===== src/rtl/seq_match_ctrl_pkg.sv =====
// Shared definitions for the serial pattern-match controller.
package seq_match_ctrl_pkg;

  localparam int unsigned DEF_WORD_W = 16;
  localparam int unsigned DEF_PAT_W  = 4;

  // Repeating ...1010 fill; the stored pattern resets to its PAT_W LSBs.
  localparam logic [63:0] DEF_PATTERN_FILL = {32{2'b10}};

  typedef enum logic [1:0] {
    ST_IDLE   = 2'b00,
    ST_SHIFT  = 2'b01,
    ST_REPORT = 2'b10
  } state_t;

endpackage


===== src/rtl/seq_pattern_match.sv =====
// Bit-serial pattern detector: PAT_W-bit history, fill counter and compare.
module seq_pattern_match
  import seq_match_ctrl_pkg::*;
#(
  parameter int unsigned PAT_W = DEF_PAT_W
) (
  input  logic             clk,
  input  logic             rst,
  input  logic             clear,
  input  logic             bit_valid,
  input  logic             bit_in,
  input  logic [PAT_W-1:0] pattern,
  output logic             match
);

  localparam int unsigned FILL_W = $clog2(PAT_W + 1);

  logic [PAT_W-1:0]  hist;
  logic [PAT_W-1:0]  hist_next;
  logic [FILL_W-1:0] fill;

  // Compare the history as it will look after this bit; require a full window.
  always_comb begin
    hist_next = {hist[PAT_W-2:0], bit_in};
    match     = bit_valid && (hist_next == pattern) && (fill >= FILL_W'(PAT_W - 1));
  end

  // History shifts per consumed bit; fill saturates once a full window exists.
  always_ff @(posedge clk) begin
    if (rst || clear) begin
      hist <= '0;
      fill <= '0;
    end else if (bit_valid) begin
      hist <= hist_next;
      if (fill != FILL_W'(PAT_W)) begin
        fill <= fill + FILL_W'(1);
      end
    end
  end

endmodule


===== src/rtl/seq_match_ctrl.sv =====
// Word-serial match counter: loads a word, scans it MSB first for a
// programmable pattern (overlapping), then reports the match count.
module seq_match_ctrl
  import seq_match_ctrl_pkg::*;
#(
  parameter int unsigned WORD_W = DEF_WORD_W,
  parameter int unsigned PAT_W  = DEF_PAT_W,
  parameter int unsigned CNT_W  = $clog2(WORD_W + 1)
) (
  input  logic              clk,
  input  logic              rst,
  input  logic              cfg_we,
  input  logic [PAT_W-1:0]  cfg_pattern,
  input  logic              in_valid,
  output logic              in_ready,
  input  logic [WORD_W-1:0] in_data,
  output logic              out_valid,
  input  logic              out_ready,
  output logic [CNT_W-1:0]  out_count,
  output logic              match_pulse,
  output logic              busy
);

  localparam int unsigned     BC_W     = $clog2(WORD_W);
  localparam logic [BC_W-1:0] LAST_BIT = BC_W'(WORD_W - 1);

  state_t            state;
  state_t            state_next;
  logic [WORD_W-1:0] shreg;
  logic [BC_W-1:0]   bitcnt;
  logic [CNT_W-1:0]  count;
  logic [PAT_W-1:0]  pattern;
  logic              match;
  logic              load;
  logic              shifting;

  assign load      = in_ready && in_valid;
  assign shifting  = (state == ST_SHIFT);
  assign out_count = count;

  // Next-state and handshake outputs; unknown encodings fall back to IDLE.
  always_comb begin
    state_next = state;
    in_ready   = 1'b0;
    out_valid  = 1'b0;
    busy       = 1'b0;
    case (state)
      ST_IDLE: begin
        in_ready = 1'b1;
        if (in_valid) begin
          state_next = ST_SHIFT;
        end
      end
      ST_SHIFT: begin
        busy = 1'b1;
        if (bitcnt == LAST_BIT) begin
          state_next = ST_REPORT;
        end
      end
      ST_REPORT: begin
        busy      = 1'b1;
        out_valid = 1'b1;
        if (out_ready) begin
          state_next = ST_IDLE;
        end
      end
      default: begin
        state_next = ST_IDLE;
      end
    endcase
  end

  // State register.
  always_ff @(posedge clk) begin
    if (rst) begin
      state <= ST_IDLE;
    end else begin
      state <= state_next;
    end
  end

  // Pattern store, shift register, bit counter, match counter and pulse.
  always_ff @(posedge clk) begin
    if (rst) begin
      pattern     <= DEF_PATTERN_FILL[PAT_W-1:0];
      shreg       <= '0;
      bitcnt      <= '0;
      count       <= '0;
      match_pulse <= 1'b0;
    end else begin
      match_pulse <= shifting && match;
      if ((state == ST_IDLE) && cfg_we) begin
        pattern <= cfg_pattern;
      end
      if (load) begin
        shreg  <= in_data;
        bitcnt <= '0;
        count  <= '0;
      end else if (shifting) begin
        shreg  <= shreg << 1;
        bitcnt <= bitcnt + BC_W'(1);
        if (match) begin
          count <= count + CNT_W'(1);
        end
      end
    end
  end

  // Pattern write on the load cycle lands before the first bit is compared.
  seq_pattern_match #(
    .PAT_W (PAT_W)
  ) u_match (
    .clk       (clk),
    .rst       (rst),
    .clear     (load),
    .bit_valid (shifting),
    .bit_in    (shreg[WORD_W-1]),
    .pattern   (pattern),
    .match     (match)
  );

endmodule


===== config.mk =====
export PLATFORM = sky130hd
export DESIGN_NAME = seq_match_ctrl
export DESIGN_NICKNAME = d
export VERILOG_FILES = /design/src/rtl/seq_match_ctrl_pkg.sv /design/src/rtl/seq_pattern_match.sv /design/src/rtl/seq_match_ctrl.sv
export SDC_FILE = /design/constraint.sdc
export NUM_CORES = 1
export LEC_CHECK = 0
export BUFFER_PORTS_ARGS = -buffer_cell sky130_fd_sc_hd__buf_2
export CAP_MARGIN = 20
export CORE_ASPECT_RATIO = 0.9
export CORE_MARGIN = 5
export CORE_UTILIZATION = 54
export CTS_CLUSTER_DIAMETER = 50
export DETAILED_ROUTE_END_ITERATION = 8
export PLACE_DENSITY = 0.82
export SYNTH_ARGS = -nofsm -noshare
export SYNTH_HDL_FRONTEND = slang
export SYNTH_SLANG_ARGS = --single-unit

===== constraint.sdc =====
create_clock -name clk -period 2.05 [get_ports clk]
set_input_delay 0.41 -clock clk [delete_from_list [all_inputs] [get_ports clk]]
set_output_delay 0.41 -clock clk [all_outputs]
set_load 0.01 [all_outputs]

==> metrics.csv <==
stage,metric,value,unit
status,outcome,completed,
place,RD Place Congestion,0.7235,
floorplanning,# rows,19,
synthesis,Simple-Gate Fraction of Synth Area,0.1520,
pwr,total power,2381,uW
synthesis,register area share after synthesis,0.4318,
floorplanning,die height,64.19,um
place,DP Area,1939,um^2
finish,final instance area,2021,um^2
pwr,Pleak,0.0008510,uW
synthesis,Syn Nets,223,
cts,CTS root buf,clkbuf_4,
cts,Clock Latency Late Sink,0.33,ns
cts,TritonCTS Sinks,38,
sta,Final Max Tran Viols,0,
drt,routed vias/inst,5.266,
global_routing,vias in the first global route,1235,
drt,Vias,1385,
sta,Fmax,0.5774,GHz
worst_setup_path,critical path's top delay family,adder cells,
global_routing,Congestion Overflow GR,0,
sta,setup tns final,0,ns
sta,clock skew,0.007794,ns
sta,# setup viols final,0,
drt,"antenna viol nets, final",0,
synthesis,post-synthesis mux area share,0.1307,
synthesis,YS warnings,0,
synthesis,Post-Synth Adder-Cell Area,0.06392,
pwr,clock group share of total power,0.213,
place,# port buffers,33,
worst_setup_path,worst path cell trace,"inv_1, ha_1, buf_2",
sta,Final Hold Vio Count,0,
sta,Slew HR,0.6887,
floorplanning,Core ar.,3090,um^2
cts,clk slew on worst S/H paths,0.11,ns
job,max cap viols,0,
pwr,Sw Share,0.3437,
worst_setup_path,RR Endpoint,shreg[7],
drt,initial DRC count,56,
pwr,internal power,1563,uW
synthesis,Post-Synth XOR/XNOR Area,0.03977,
finish,# fillers,268,
pwr,Pwr per Cell Area,1178,nW/um^2
finish,most frequent cells in the layout,"38 x dfxtp_1, 33 x buf_2, 28 x nor2_1, 23 x mux2i_1, 15 x a211oi_1",
global_routing,initial antenna violation count,0,
drt,DRT Wirelength,3381,um
sta,Slew @ Worst Pin,0.4670,ns
finish,Final Core Density,0.6538,
pwr,Net Switching,818.2,uW
global_routing,largest net degree at the start of global routing,32,
synthesis,"FF+latch count, synth",38,
pwr,Flop pwr share,0.412,
cts,H-tree depth,2,
worst_setup_path,reg2reg setup slack,0.36,ns
place,pre-CTS setup slack,0.3722,ns
sta,period utilization,0.8448,
worst_hold_path,hold crit path type,input port to flop,
drt,wire per inst,12.86,um
synthesis,Synth Area in Compound Gates,0.1293,
cts,CTS Buf Count,5,
worst_setup_path,FF-to-FF Start,state[1],
cts,# Post-CTS Setup Buffers,0,
pwr,Peak VDD IR,0.0007347,V
floorplanning,Initial Util,0.5700,
synthesis,Yosys cell types,28,
finish,"most common cell after layout, fill and taps aside",dfxtp_1,
worst_setup_path,Worst Path Required,1.64,ns
worst_setup_path,WP buf/inv,2,
sta,post-layout min period,1.732,ns
worst_setup_path,crit-path max FO,10,
worst_setup_path,Setup crit start kind,flop,
synthesis,cell count after synthesis,189,
finish,fin nets,255,
finish,P&R area growth vs syn,14.70,%
sta,setup slack after layout,0.3182,ns
worst_setup_path,Worst Setup Path Type,flop to output port,
global_routing,gr usage total,0.1507,
worst_hold_path,Hold Path End,shreg[0],
worst_hold_path,hold_sp,in_data[0],
floorplanning,chip width,70.21,um
drt,first drt pass iteration count,4,
worst_setup_path,CP peak stage delay,0.35,ns
cts,hold_buf cts,0,
finish,share of cells above drive strength 1,0.2036,
synthesis,largest family of logic cells by synthesized area,simple AND/OR/NAND/NOR gates,
worst_setup_path,CP Capture Type,output port,
cts,PostCTS Resize Cnt,0,
cts,Max Root-Sink Buffers,2,
cts,CTS tree,done,
place,hpwl dp,2538,um
worst_hold_path,Min-Delay Path Depth,3,
synthesis,Post-Syn Area,1762,um^2
worst_setup_path,slowest CP cell,ha_1,
drt,drt drc,0,
floorplanning,I/O pins,34,
worst_setup_path,Arrival @ worst endpoint,1.32,ns
worst_setup_path,reg2reg path depth,5,
finish,diode count,0,
sta,RSZ-0062 raised after global routing,false,
pwr,power share of the combinational group,0.375,
floorplanning,die area,4506,um^2
global_routing,first-pass GRT wire length,5499,um
synthesis,Mapped Avg Cell Area,9.321,um^2
routing by layer:
| layer | vias up | part of all wire | track usage | wire length, um |
|---|---|---|---|---|
| li1 | 723 | - | - | - |
| met1 | 628 | 0.47 | 0.1892 | 1588 |
| met2 | 28 | 0.46 | 0.2476 | 1544 |
| met3 | 6 | 0.058 | 0.04859 | 197 |
| met4 | 0 | 0.015 | 0.04545 | 50 |
| met5 | - | 0 | 0 | 0 |
through the flow:
stage	instances	hold WS (ns)
after global placement	256	0.4542
final	263	0.3379
after CTS	263	0.3259
after global routing	263	0.3247
after floorplan	189	0.4496
after detailed placement	256	0.4628
state kept, by name, indices dropped and copies added (netlist names):
name,count
pattern,4
u_match.fill,3
state,2
u_match.hist,3
bitcnt,4
shreg,16
match_pulse,1
out_count,5
worst reg2reg max path: cells and delay by family, from the launching register on:
kind / cells / cell delay, ns
AO/OA/AOI/OAI: 1 / 0.27
flip-flops: 1 / 0.34
buffers and inverters: 2 / 0.49
multiplexers: 1 / 0.14
adder cells (fa/ha/maj): 1 / 0.36
Yosys cell counts, drive strengths merged:
cell,count,share of area
dfxtp,38,0.43
nor2,28,0.060
mux2i,23,0.13
a211oi,15,0.064
ha,9,0.064
nand2,9,0.019
a21oi,8,0.023
inv,8,0.017
nand3,8,0.023
buf,6,0.025
xnor2,6,0.030
clkbuf,5,0.011
nand2b,4,0.014
a211o,3,0.015
nor3,3,0.0085
o21ai,3,0.0085
and3,2,0.0085
nand4,2,0.0071
xor2,2,0.0099
a21boi,1,0.0043
a222oi,1,0.0057
a31oi,1,0.0036
a41o,1,0.0057
and2,1,0.0036
and4,1,0.0050
or3,1,0.0036
power by group through the flow:
| stage | combinational [uW] | sequential (uW) | clock (uW) |
|---|---|---|---|
| finish | 892 | 981 | 507 |
| global route | 993 | 999 | 563 |
| CTS | 899 | 980 | 523 |
| detailed placement | 894 | 995 | 0 |
| global placement | 872 | 992 | 0 |
| floorplan | 768 | 971 | 0 |
area by class of cell:
cell class	count	area, um^2	share of cell area
Sequential cell	38	760.7	0.3765
Timing Repair Buffer	36	187.7	0.09288
Inverter	8	30.03	0.01486
Clock inverter	1	30.03	0.01486
Tap cell	42	52.55	0.02601
Multi-Input combinational cell	132	908.4	0.4495
Clock buffer	6	51.30	0.02539
cell families (layout without fill, tap and decap cells):
kind of cell,Yosys count,in the layout
fa+ha+maj,9,9
simple gates,59,59
flops,38,38
buf+inv,19,51
xor+xnor,8,8
mux,23,23
compound gates,33,33
worst max path at each step:
stage | depth (start not counted) | from | slack, ns | to
after floorplan | 6 | state[0] | 0.43 | state[0]
after global placement | 5 | state[0] | 0.44 | state[0]
after detailed placement | 5 | state[1] | 0.37 | shreg[9]
after CTS | 3 | state[0] | 0.30 | in_ready
after global routing | 3 | state[0] | 0.20 | in_ready
final | 3 | state[0] | 0.32 | in_ready
(Power assumes the default switching activity.)
